===== src/rtl/bp_be_fe_cmd_queue.sv =====
// bp_be_fe_cmd_queue: backend-side FIFO of FE commands.
// Buffers commands from the BE, presents the head to the FE with a valid/yumi
// handshake, and tracks the FE mode from the commands the FE consumes.
// Command layout (MSB..LSB): {operands[branch_metadata_fwd_width_p],
// npc[vaddr_width_p], opcode[3]}. Entries are stored and forwarded unmodified.
module bp_be_fe_cmd_queue #(
    parameter int vaddr_width_p               = 39,
    parameter int branch_metadata_fwd_width_p = 36,
    parameter int els_p                       = 4,
    localparam int fe_cmd_width_lp = branch_metadata_fwd_width_p + vaddr_width_p + 3,
    localparam int count_width_lp  = $clog2(els_p + 1)
) (
    input  logic                       clk_i,
    input  logic                       reset_i,
    input  logic [fe_cmd_width_lp-1:0] cmd_i,
    input  logic                       cmd_v_i,
    output logic                       cmd_ready_o,
    output logic [fe_cmd_width_lp-1:0] fe_cmd_o,
    output logic                       fe_cmd_v_o,
    input  logic                       fe_cmd_yumi_i,
    output logic                       attaboy_drop_o,
    output logic                       nonattaboy_pending_o,
    output logic [count_width_lp-1:0]  count_o,
    output logic [1:0]                 fe_mode_o
);

    localparam int ptr_width_lp = $clog2(els_p);

    // Opcode encodings carried in the low three bits of a command
    localparam logic [2:0] e_op_state_reset          = 3'd0;
    localparam logic [2:0] e_op_pc_redirection       = 3'd1;
    localparam logic [2:0] e_op_icache_fill_restart  = 3'd2;
    localparam logic [2:0] e_op_icache_fill_resume   = 3'd3;
    localparam logic [2:0] e_op_icache_fence         = 3'd4;
    localparam logic [2:0] e_op_wait                 = 3'd5;
    localparam logic [2:0] e_op_attaboy              = 3'd6;

    localparam logic [count_width_lp-1:0] full_lp     = count_width_lp'(els_p);
    localparam logic [count_width_lp-1:0] reserve_lp  = count_width_lp'(els_p - 1);
    localparam logic [ptr_width_lp-1:0]   last_ptr_lp = ptr_width_lp'(els_p - 1);

    typedef enum logic [1:0] {
        e_mode_reset = 2'd0,
        e_mode_run   = 2'd1,
        e_mode_wait  = 2'd2
    } fe_mode_e;

    logic [fe_cmd_width_lp-1:0] mem [els_p];
    logic [ptr_width_lp-1:0]    rd_ptr, wr_ptr;
    logic [count_width_lp-1:0]  count, na_count;
    fe_mode_e                   fe_mode;

    logic       in_attaboy, head_attaboy, attaboy_room;
    logic       enq, deq, na_inc, na_dec;
    logic [2:0] head_op;

    // Handshake and acceptance decisions from registered occupancy
    always_comb begin
        in_attaboy           = (cmd_i[2:0] == e_op_attaboy);
        head_op              = mem[rd_ptr][2:0];
        head_attaboy         = (head_op == e_op_attaboy);
        // One slot is always kept free so a redirect can never be starved by attaboys
        attaboy_room         = (count < reserve_lp);
        cmd_ready_o          = ~reset_i & (count < full_lp);
        fe_cmd_v_o           = ~reset_i & (count != '0);
        fe_cmd_o             = mem[rd_ptr];
        enq                  = ~reset_i & cmd_v_i & (in_attaboy ? attaboy_room : cmd_ready_o);
        attaboy_drop_o       = ~reset_i & cmd_v_i & in_attaboy & ~attaboy_room;
        deq                  = fe_cmd_yumi_i & fe_cmd_v_o;
        na_inc               = enq & ~in_attaboy;
        na_dec               = deq & ~head_attaboy;
        nonattaboy_pending_o = (na_count != '0);
        count_o              = count;
        fe_mode_o            = fe_mode;
    end

    // Storage write; contents need no reset because count gates visibility
    always_ff @(posedge clk_i) begin
        if (enq)
            mem[wr_ptr] <= cmd_i;
    end

    // Pointers and occupancy counters
    always_ff @(posedge clk_i) begin
        if (reset_i) begin
            rd_ptr   <= '0;
            wr_ptr   <= '0;
            count    <= '0;
            na_count <= '0;
        end else begin
            if (enq)
                wr_ptr <= (wr_ptr == last_ptr_lp) ? '0 : wr_ptr + 1'b1;
            if (deq)
                rd_ptr <= (rd_ptr == last_ptr_lp) ? '0 : rd_ptr + 1'b1;
            case ({enq, deq})
                2'b10:   count <= count + 1'b1;
                2'b01:   count <= count - 1'b1;
                default: count <= count;
            endcase
            case ({na_inc, na_dec})
                2'b10:   na_count <= na_count + 1'b1;
                2'b01:   na_count <= na_count - 1'b1;
                default: na_count <= na_count;
            endcase
        end
    end

    // FE mode tracker, advanced by the opcode of each consumed head
    always_ff @(posedge clk_i) begin
        if (reset_i) begin
            fe_mode <= e_mode_reset;
        end else if (deq) begin
            case (fe_mode)
                e_mode_reset: begin
                    if (head_op == e_op_state_reset)
                        fe_mode <= e_mode_run;
                end
                e_mode_run: begin
                    if (head_op == e_op_wait || head_op == e_op_icache_fence)
                        fe_mode <= e_mode_wait;
                end
                e_mode_wait: begin
                    case (head_op)
                        e_op_pc_redirection,
                        e_op_icache_fill_restart,
                        e_op_icache_fill_resume,
                        e_op_state_reset:  fe_mode <= e_mode_run;
                        default:           fe_mode <= e_mode_wait;
                    endcase
                end
                default: fe_mode <= e_mode_reset;
            endcase
        end
    end

    // The FE may only consume a head that is actually presented
    always_ff @(posedge clk_i) begin
        if (!reset_i && fe_cmd_yumi_i)
            assert (fe_cmd_v_o);
    end

endmodule


===== config.mk =====
export PLATFORM = sky130hd
export DESIGN_NAME = bp_be_fe_cmd_queue
export DESIGN_NICKNAME = d
export VERILOG_FILES = /design/src/rtl/bp_be_fe_cmd_queue.sv
export SDC_FILE = /design/constraint.sdc
export NUM_CORES = 1
export LEC_CHECK = 0
export ABC_CLOCK_PERIOD_IN_PS = 3400
export BUFFER_PORTS_ARGS = -buffer_cell sky130_fd_sc_hd__buf_2
export CAP_MARGIN = 20
export CORE_MARGIN = 1
export CORE_UTILIZATION = 51
export CTS_CLUSTER_DIAMETER = 200
export DETAILED_ROUTE_END_ITERATION = 8
export HOLD_SLACK_MARGIN = 0.15
export MAX_ROUTING_LAYER = met4
export PLACE_DENSITY = 0.8
export SKIP_CTS_REPAIR_TIMING = 1
export SLEW_MARGIN = 40
export SYNTH_ARGS = -nofsm -noshare
export SYNTH_HDL_FRONTEND = slang
export SYNTH_SLANG_ARGS = --single-unit

===== constraint.sdc =====
create_clock -name clk_i -period 3.4 [get_ports clk_i]
set_input_delay 0.68 -clock clk_i [delete_from_list [all_inputs] [get_ports clk_i]]
set_output_delay 0.68 -clock clk_i [all_outputs]
set_load 0.01 [all_outputs]

== After elaboration in Yosys (flattened, before gate mapping) ==
Memory sizes are Yosys's and may differ from the RTL's. A register that Yosys moved wholly into a read port is not among the register bits.
Cells that the tools add are included.
Storage, ports and cells
  register bits after elaboration: 12
  bits in latches: 0
  bits in writable memories: 312
  ROM bits: 0
  bits of input ports: 82
  output and inout port bits: 87
  logic and storage cells: 66
  memories: 1
Operators by class
  $add $sub $neg: 6
  multipliers: 0
  divide/modulo/power cells: 0
  magnitude comparators: 2
  equality and inequality tests: 17
  shift operators: 0
  multiplexer cells: 13
  bitwise logic cells: 13
  reductions and logical operators: 9
Memory list
  mem: words 4, width 78, read ports 1, clocked after Yosys merged registers in 1, write ports 1, RTL line 48  | logic [fe_cmd_width_lp-1:0] mem [els_p];
Operators with widths (count)
  2-to-1 mux 2 bit: 7
  == test 3 bit (second input constant): 4
  case mux 3 bit (2 select lines): 2
  == test 2 bit (second input constant): 5
  bitwise AND 1 bit: 9
  adder 3 x 1 -> 3 bit (second input constant): 2
  == test 2 x 1 -> 1 bit (second input constant): 3
  == test 3 x 2 -> 1 bit (second input constant): 2
  case mux 2 bit (3 select lines): 1
  nonzero test 3 bit: 2
  subtractor 3 x 1 -> 3 bit (second input constant): 2
  adder 2 x 1 -> 2 bit (second input constant): 2
  inequality test 2 bit (second input constant): 2
  inverter 1 bit: 4
  nonzero test 2 bit: 2
  OR reduction 4 bit: 1
  == test 3 x 1 -> 1 bit (second input constant): 1
  zero test 3 bit: 1
  less-than comparator 3 x 2 -> 1 bit (second input constant): 1
  less-than comparator 3 bit (second input constant): 1
  2-to-1 mux 1 bit: 3
  AND reduction 3 bit: 1
  zero test 2 bit: 1
  logical OR 1 bit: 1

== Depth between registers and ports, before layout ==
Gate-level depths: netlist of the first run.
  depth after elaboration: 7
  mapped depth: 10
  gate-level depth less buffers: 9

== Worst setup path after synthesis of the first run ==
No wires, ideal clock.
  path type: input to register
  start: input reset_i
  end: memory mem[0][0] (netlist name), enable pin
  setup time: 0.445 ns
  data arrival time: 3.079 ns
  required time: 2.955 ns
  slack: -0.124 ns
  stages on the path: 4
  path buffers: 1
  path through: buf_6 -> nor3b_1 -> o21a_1 -> and2_1
Between the ends
  word-level cells in the longest chain between the ends: 6
  elaborated cells between the ends (all ways): 7
  classes of those cells: mux (3); bitwise (4)
RTL lines
  start, declared: RTL line 14  | input logic reset_i,
  inverter 1 bit *: RTL line 64, 67
  bitwise AND 1 bit: RTL line 64  | cmd_ready_o = ~reset_i & (count < full_lp);
  2-to-1 mux 1 bit: RTL line 67  | enq = ~reset_i & cmd_v_i & (in_attaboy ? attaboy_room : cmd_ready_o);
  bitwise AND 1 bit *: RTL line 67
  2-to-1 mux 1 bit *: RTL line 79  | if (enq)
  2-to-1 mux 1 bit (implied by the code) *: RTL line 80  | mem[wr_ptr] <= cmd_i;
  end, declared: RTL line 48
Mark *: on every way between the ends. The rest lies on a longest branch, timed or not.

==> qor.txt, run 1 <==
Final Wtd Congestion - 0.786
Drt via density - 5.49
Global router's overall resource usage - 19.3%
Finished Core Util - 62.6%
CTS root buf - clkbuf_16
Setup tns final - 0 ns
TritonCTS clock tree - yes
RSZ-0062 raised after global routing - no
Critical-path top delay cell - mux4_2
Hold WS - 0.388 ns
Drt drc - 0
Height of the die - 156 um
Final wirelength - 22100 um
Synthesized instance count - 499
Worst endpoint data arrival time - 2.35 ns
Pin count of the biggest net entering global routing - 73
CP peak stage delay - 0.62 ns
Final min period - 3.03 ns
Post-Syn Nets - 590
First-pass GRT wire length - 33500 um
Yosys cell types - 30
Synth Area in Compound Gates - 0.739%
Crit Path Category - reg2out
Initial antenna violation count - 4
Io pins - 169
Largest family of logic cells by synthesized area - multiplexers
Layout cells sized above 1 - 43.0%
Critical Path RT - 2.72 ns
Routed WL per cell - 21.4 um
Min-delay worst type - in2reg
Clock Path Buffers - 3
Overflow after GRT - 0
Syn avg cell area - 24.1 um2
Synth Cell Area - 12000 um2
Detailed Place HPWL - 12700 um
Post-synthesis simple-gate area fraction - 1.77%
Critical path capture point type - primary output
Ys Warns - 0
Iter 0 DRT Violations - 355
Yosys reg bits - 326
Most frequent cells in the layout - 312 x edfxtp_1, 168 x buf_2, 78 x mux4_2, 35 x clkbuf_16, 12 x dfxtp_1
# port buffers - 168
Final hold vios - 0
Final #Nets - 782
Worst Max-Slew Pin Slew - 0.759 ns
Clock sink count - 326
FP Rows - 55
Vias in the first global route - 5981
Die X - 156 um
Commonest non-fill, non-tap cell in the layout - edfxtp_1
Initial Utilization - 52.6%
Vias - 5661
Htree depth - 2
Clock Skew - 0.0146 ns
Fill cells - 1590
Die Footprint - 24200 um2
XOR/XNOR share of the synthesized area - 0.291%
Multiplexer share of the synthesized area - 14.7%
Status - complete, no violations
Critical Path Source Type - flip-flop
Final setup violation count - 0
Clock transition at path regs - 0.06 ns
Detailed Routing Iterations Pass 1 - 5
Pins Over Slew Limit - 0
Max_cap viols - 0
Num CTS Buffers - 34
Area Growth Syn to Fin - 19.0%
Final Cycle Share - 89.0%
Seq/Total Area, Yosys - 80.3%
Pwr dens - 608 nW/um2
Core area - 22800 um2
Worst skew pair latency - 0.50 ns
Worst Path Max Fanout - 37
Normalized max-slew margin - 49.4%
F_max - 330 MHz
Critical path cell sequence - buf_4 -> mux4_2 -> buf_2
Pleak - 4.80 nW
Synthesized-area fraction occupied by adder cells - 1.06%
Final ANT Viol Nets - 0
Highest ir drop seen on vdd - 0.469 mV
final timing paths:
check | end | slack (ns) | startpoint | cells after the start
setup / recovery | fe_cmd_o[57] | 0.37 | flip-flop | 3
hold / removal | mem[3][55] | 0.39 | cmd_i[55] | 1
setup reg to reg | na_count[2] | 0.90 | flip-flop | 8
hold reg to reg | flip-flop | 0.50 | rd_ptr[1] | 2
per-layer routing:
layer / GRT usage (%) / part of all wire, % / vias up
met1: 23.4 / 40 / 2912
met3: 3.93 / 5.7 / 49
li1: - / - / 2496
met5: - / 0 / -
met4: 8.50 / 3.1 / 0
met2: 31.7 / 51 / 204
cell type report:
class	count	area (um2)	area share [%]
Tap cell	313	392	2.74
Clock inverter	20	116	0.814
Multi-Input combinational cell	145	2240	15.7
Sequential cell	326	9660	67.5
Inverter	8	30.0	0.210
Clock buffer	39	891	6.23
Antenna cell	5	12.5	0.0875
Timing Repair Buffer	176	963	6.74
state kept, by name, summed over array words and instances (netlist names), named ones only:
register	count
rd_ptr	2
count_o	3
fe_mode_o	2
wr_ptr	2
mem	312
na_count	3
cell usage after synthesis (all sizes together):
| cell | n | area, um2 |
|---|---|---|
| xnor2 | 1 | 8.76 |
| xor2 | 3 | 26.3 |
| a31oi | 2 | 12.5 |
| or3 | 5 | 31.3 |
| nand2 | 9 | 33.8 |
| inv | 8 | 30.0 |
| fa | 2 | 40.0 |
| nand3b | 4 | 30.0 |
| mux4 | 78 | 1760 |
| o221a | 1 | 11.3 |
| clkbuf | 5 | 18.8 |
| o21a | 1 | 7.51 |
| mux2i | 1 | 10.0 |
| o31ai | 1 | 7.51 |
| nor4b | 1 | 8.76 |
| nor2b | 3 | 26.3 |
| nor3b | 1 | 7.51 |
| nor2 | 9 | 33.8 |
| o21ai | 3 | 15.0 |
| a21oi | 7 | 35.0 |
| dfxtp | 14 | 280 |
| and2 | 4 | 25.0 |
| ha | 7 | 87.6 |
| edfxtp | 312 | 9370 |
| buf | 15 | 90.1 |
| nand4 | 1 | 6.26 |
| nor3 | 1 | 10.0 |
worst max-delay path: cells and delay by family (launching register included):
family,cells,cell delay (ns)
flops,1,0.41
mux,1,0.62
buf+inv,2,0.75
power breakdown:
part           switching (mW)  total (mW)  internal [mW]
Sequential             0.0437        4.54           4.50
Clock                    1.41        3.36           1.95
Combinational           0.408       0.792          0.384
Total                    1.86        8.69           6.83
cell families after synthesis:
| family | after synthesis |
|---|---|
| flops | 326 |
| fa+ha+maj | 9 |
| buf+inv | 28 |
| compound gates | 15 |
| simple gates | 38 |
| mux | 79 |
| xor+xnor | 4 |
per-stage QoR:
step	total power, mW	instance area (um2)	std cells	setup slack, ns
global route	8.99	14300	1031	0.233
floorplan	5.11	12000	499	0.736
finish	8.69	14300	1032	0.374
detailed placement	5.43	13300	968	0.670
global placement	5.40	13300	968	0.699
CTS	8.78	14300	1027	0.314
Note: power is estimated with default switching activity, not from simulation.
==> run 2: changes to the inputs <==
--- a/config.mk
+++ b/config.mk
@@ -14,7 +14,7 @@
 export DETAILED_ROUTE_END_ITERATION = 8
 export HOLD_SLACK_MARGIN = 0.15
 export MAX_ROUTING_LAYER = met4
-export PLACE_DENSITY = 0.8
+export PLACE_DENSITY_LB_ADDON = 0.3
 export SKIP_CTS_REPAIR_TIMING = 1
 export SLEW_MARGIN = 40
 export SYNTH_ARGS = -nofsm -noshare
==> qor.txt, run 2 (synthesis results as in run 1) <==
Status - complete, no violations
Placed Cells - 968 (unchanged)
Pleak - 4.82 nW (+0.42%)
Worst endpoint data arrival time - 2.20 ns (-0.15 ns)
Worst skew pair latency - 0.51 ns (about the same)
Routed WL per cell - 20.3 um (-5.4%)
Htree depth - 2 (unchanged)
Final wirelength - 20900 um (-5.3%)
Most frequent cells in the layout - 312 x edfxtp_1, 168 x buf_2, 78 x mux4_2, 34 x clkbuf_16, 12 x dfxtp_1
# port buffers - 168 (unchanged)
FP Rows - 55 (unchanged)
RSZ-0062 raised after global routing - no
Final #Nets - 782 (unchanged)
Final ANT Viol Nets - 0 (unchanged)
Detailed Routing Iterations Pass 1 - 5 (unchanged)
Max_cap viols - 0 (unchanged)
Vias in the first global route - 5913 (-1.1%)
F_max - 347 MHz (+5.2%)
Critical path capture point type - primary output
Layout cells sized above 1 - 43.4% (+0.44 points)
Final hold vios - 0 (unchanged)
Num CTS Buffers - 34 (unchanged)
Critical Path RT - 2.72 ns (about the same)
Normalized max-slew margin - 58.6% (+9.2 points)
Clock Path Buffers - 3 (unchanged)
Most flop-heavy register - mem
Hold WS - 0.382 ns (-0.00551 ns)
Post-route insts no fill - 1033 (+0.097%)
Pin count of the biggest net entering global routing - 79 (+8.2%)
Final setup violation count - 0 (unchanged)
Die Footprint - 24200 um2 (unchanged)
Area Growth Syn to Fin - 19.6%
Initial antenna violation count - 4 (unchanged)
Iter 0 DRT Violations - 408 (+15%)
Fill cells - 1612 (+1.4%)
Core area - 22800 um2 (unchanged)
Die X - 156 um (unchanged)
Final min period - 2.88 ns (-0.148 ns)
Final Cycle Share - 84.6% (-4.4 points)
Commonest non-fill, non-tap cell in the layout - edfxtp_1
Critical Path Source Type - flip-flop
Worst Path Max Fanout - 75 (+100%)
Drt drc - 0 (unchanged)
Crit Path Category - reg2out
First-pass GRT wire length - 32300 um (-3.3%)
Height of the die - 156 um (unchanged)
Clock transition at path regs - 0.06 ns (about the same)
Drt via density - 5.36 (-2.3%)
Max reg flops - 312 (unchanged)
Min-delay worst type - in2reg
Detailed Place HPWL - 12200 um (-3.6%)
Pwr dens - 616 nW/um2 (+1.4%)
Global router's overall resource usage - 18.5% (-0.84 points)
TritonCTS clock tree - yes
Pins Over Slew Limit - 0 (unchanged)
Clock Skew - 0.0217 ns (+0.00702 ns)
Initial Utilization - 52.6% (unchanged)
CTS root buf - clkbuf_16
Setup tns final - 0 ns (unchanged)
Vias - 5538 (-2.2%)
Io pins - 169 (unchanged)
Worst Max-Slew Pin Slew - 0.621 ns (-0.137 ns)
Overflow after GRT - 0 (unchanged)
Highest ir drop seen on vdd - 0.398 mV (-15%)
Final Wtd Congestion - 0.842 (+7.1%)
Clock sink count - 326 (unchanged)
## run 2: worst max-delay path, stage by stage, from the launching register on
cell and delay [ns]:
dfxtp_4 0.39, buf_12 0.50, mux4_2 0.62, buf_2 0.16
## run 2: report_power, final
group	internal [mW]	switching [mW]	total [mW]
Combinational	0.381	0.408	0.789
Clock	2.10	1.44	3.54
Sequential	4.50	0.0350	4.53
## run 2: worst paths after layout
check	startpoint	slack, ns	cells after the start	to
max	flip-flop	0.52	3	fe_cmd_o[43]
min	cmd_i[54]	0.38	1	mem[3][54]
max reg2reg	flip-flop	1.00	8	na_count[2]
min reg2reg	na_count[2]	0.51	2	na_count[2]
## run 2: metal layers
metal	part of all wire [%]	vias to the layer above	GRT usage [%]
met5	0	-	-
met4	1.7	0	5.37
met3	5.5	31	4.21
met2	51	146	30.3
met1	42	2875	23.2
li1	-	2486	-
## run 2: through the flow
stage	utilization [%]	area [um2]	power [mW]	setup slack, ns
after floorplan	-	12000	5.11	0.736
after global placement	58.1	13300	5.41	0.662
after detailed placement	58.1	13300	5.42	0.629
after CTS	62.9	14400	8.95	0.449
after global routing	62.9	14400	9.16	0.366
final	62.9	14400	8.86	0.522
## run 2: cell type report
| class | instances | area (um2) | share of cell area (%) |
|---|---|---|---|
| Antenna cell | 4 | 10.0 | 0.0696 |
| Timing Repair Buffer | 176 | 963 | 6.70 |
| Inverter | 8 | 30.0 | 0.209 |
| Multi-Input combinational cell | 145 | 2240 | 15.6 |
| Sequential cell | 326 | 9660 | 67.2 |
| Clock buffer | 41 | 887 | 6.17 |
| Tap cell | 313 | 392 | 2.72 |
| Clock inverter | 20 | 195 | 1.36 |
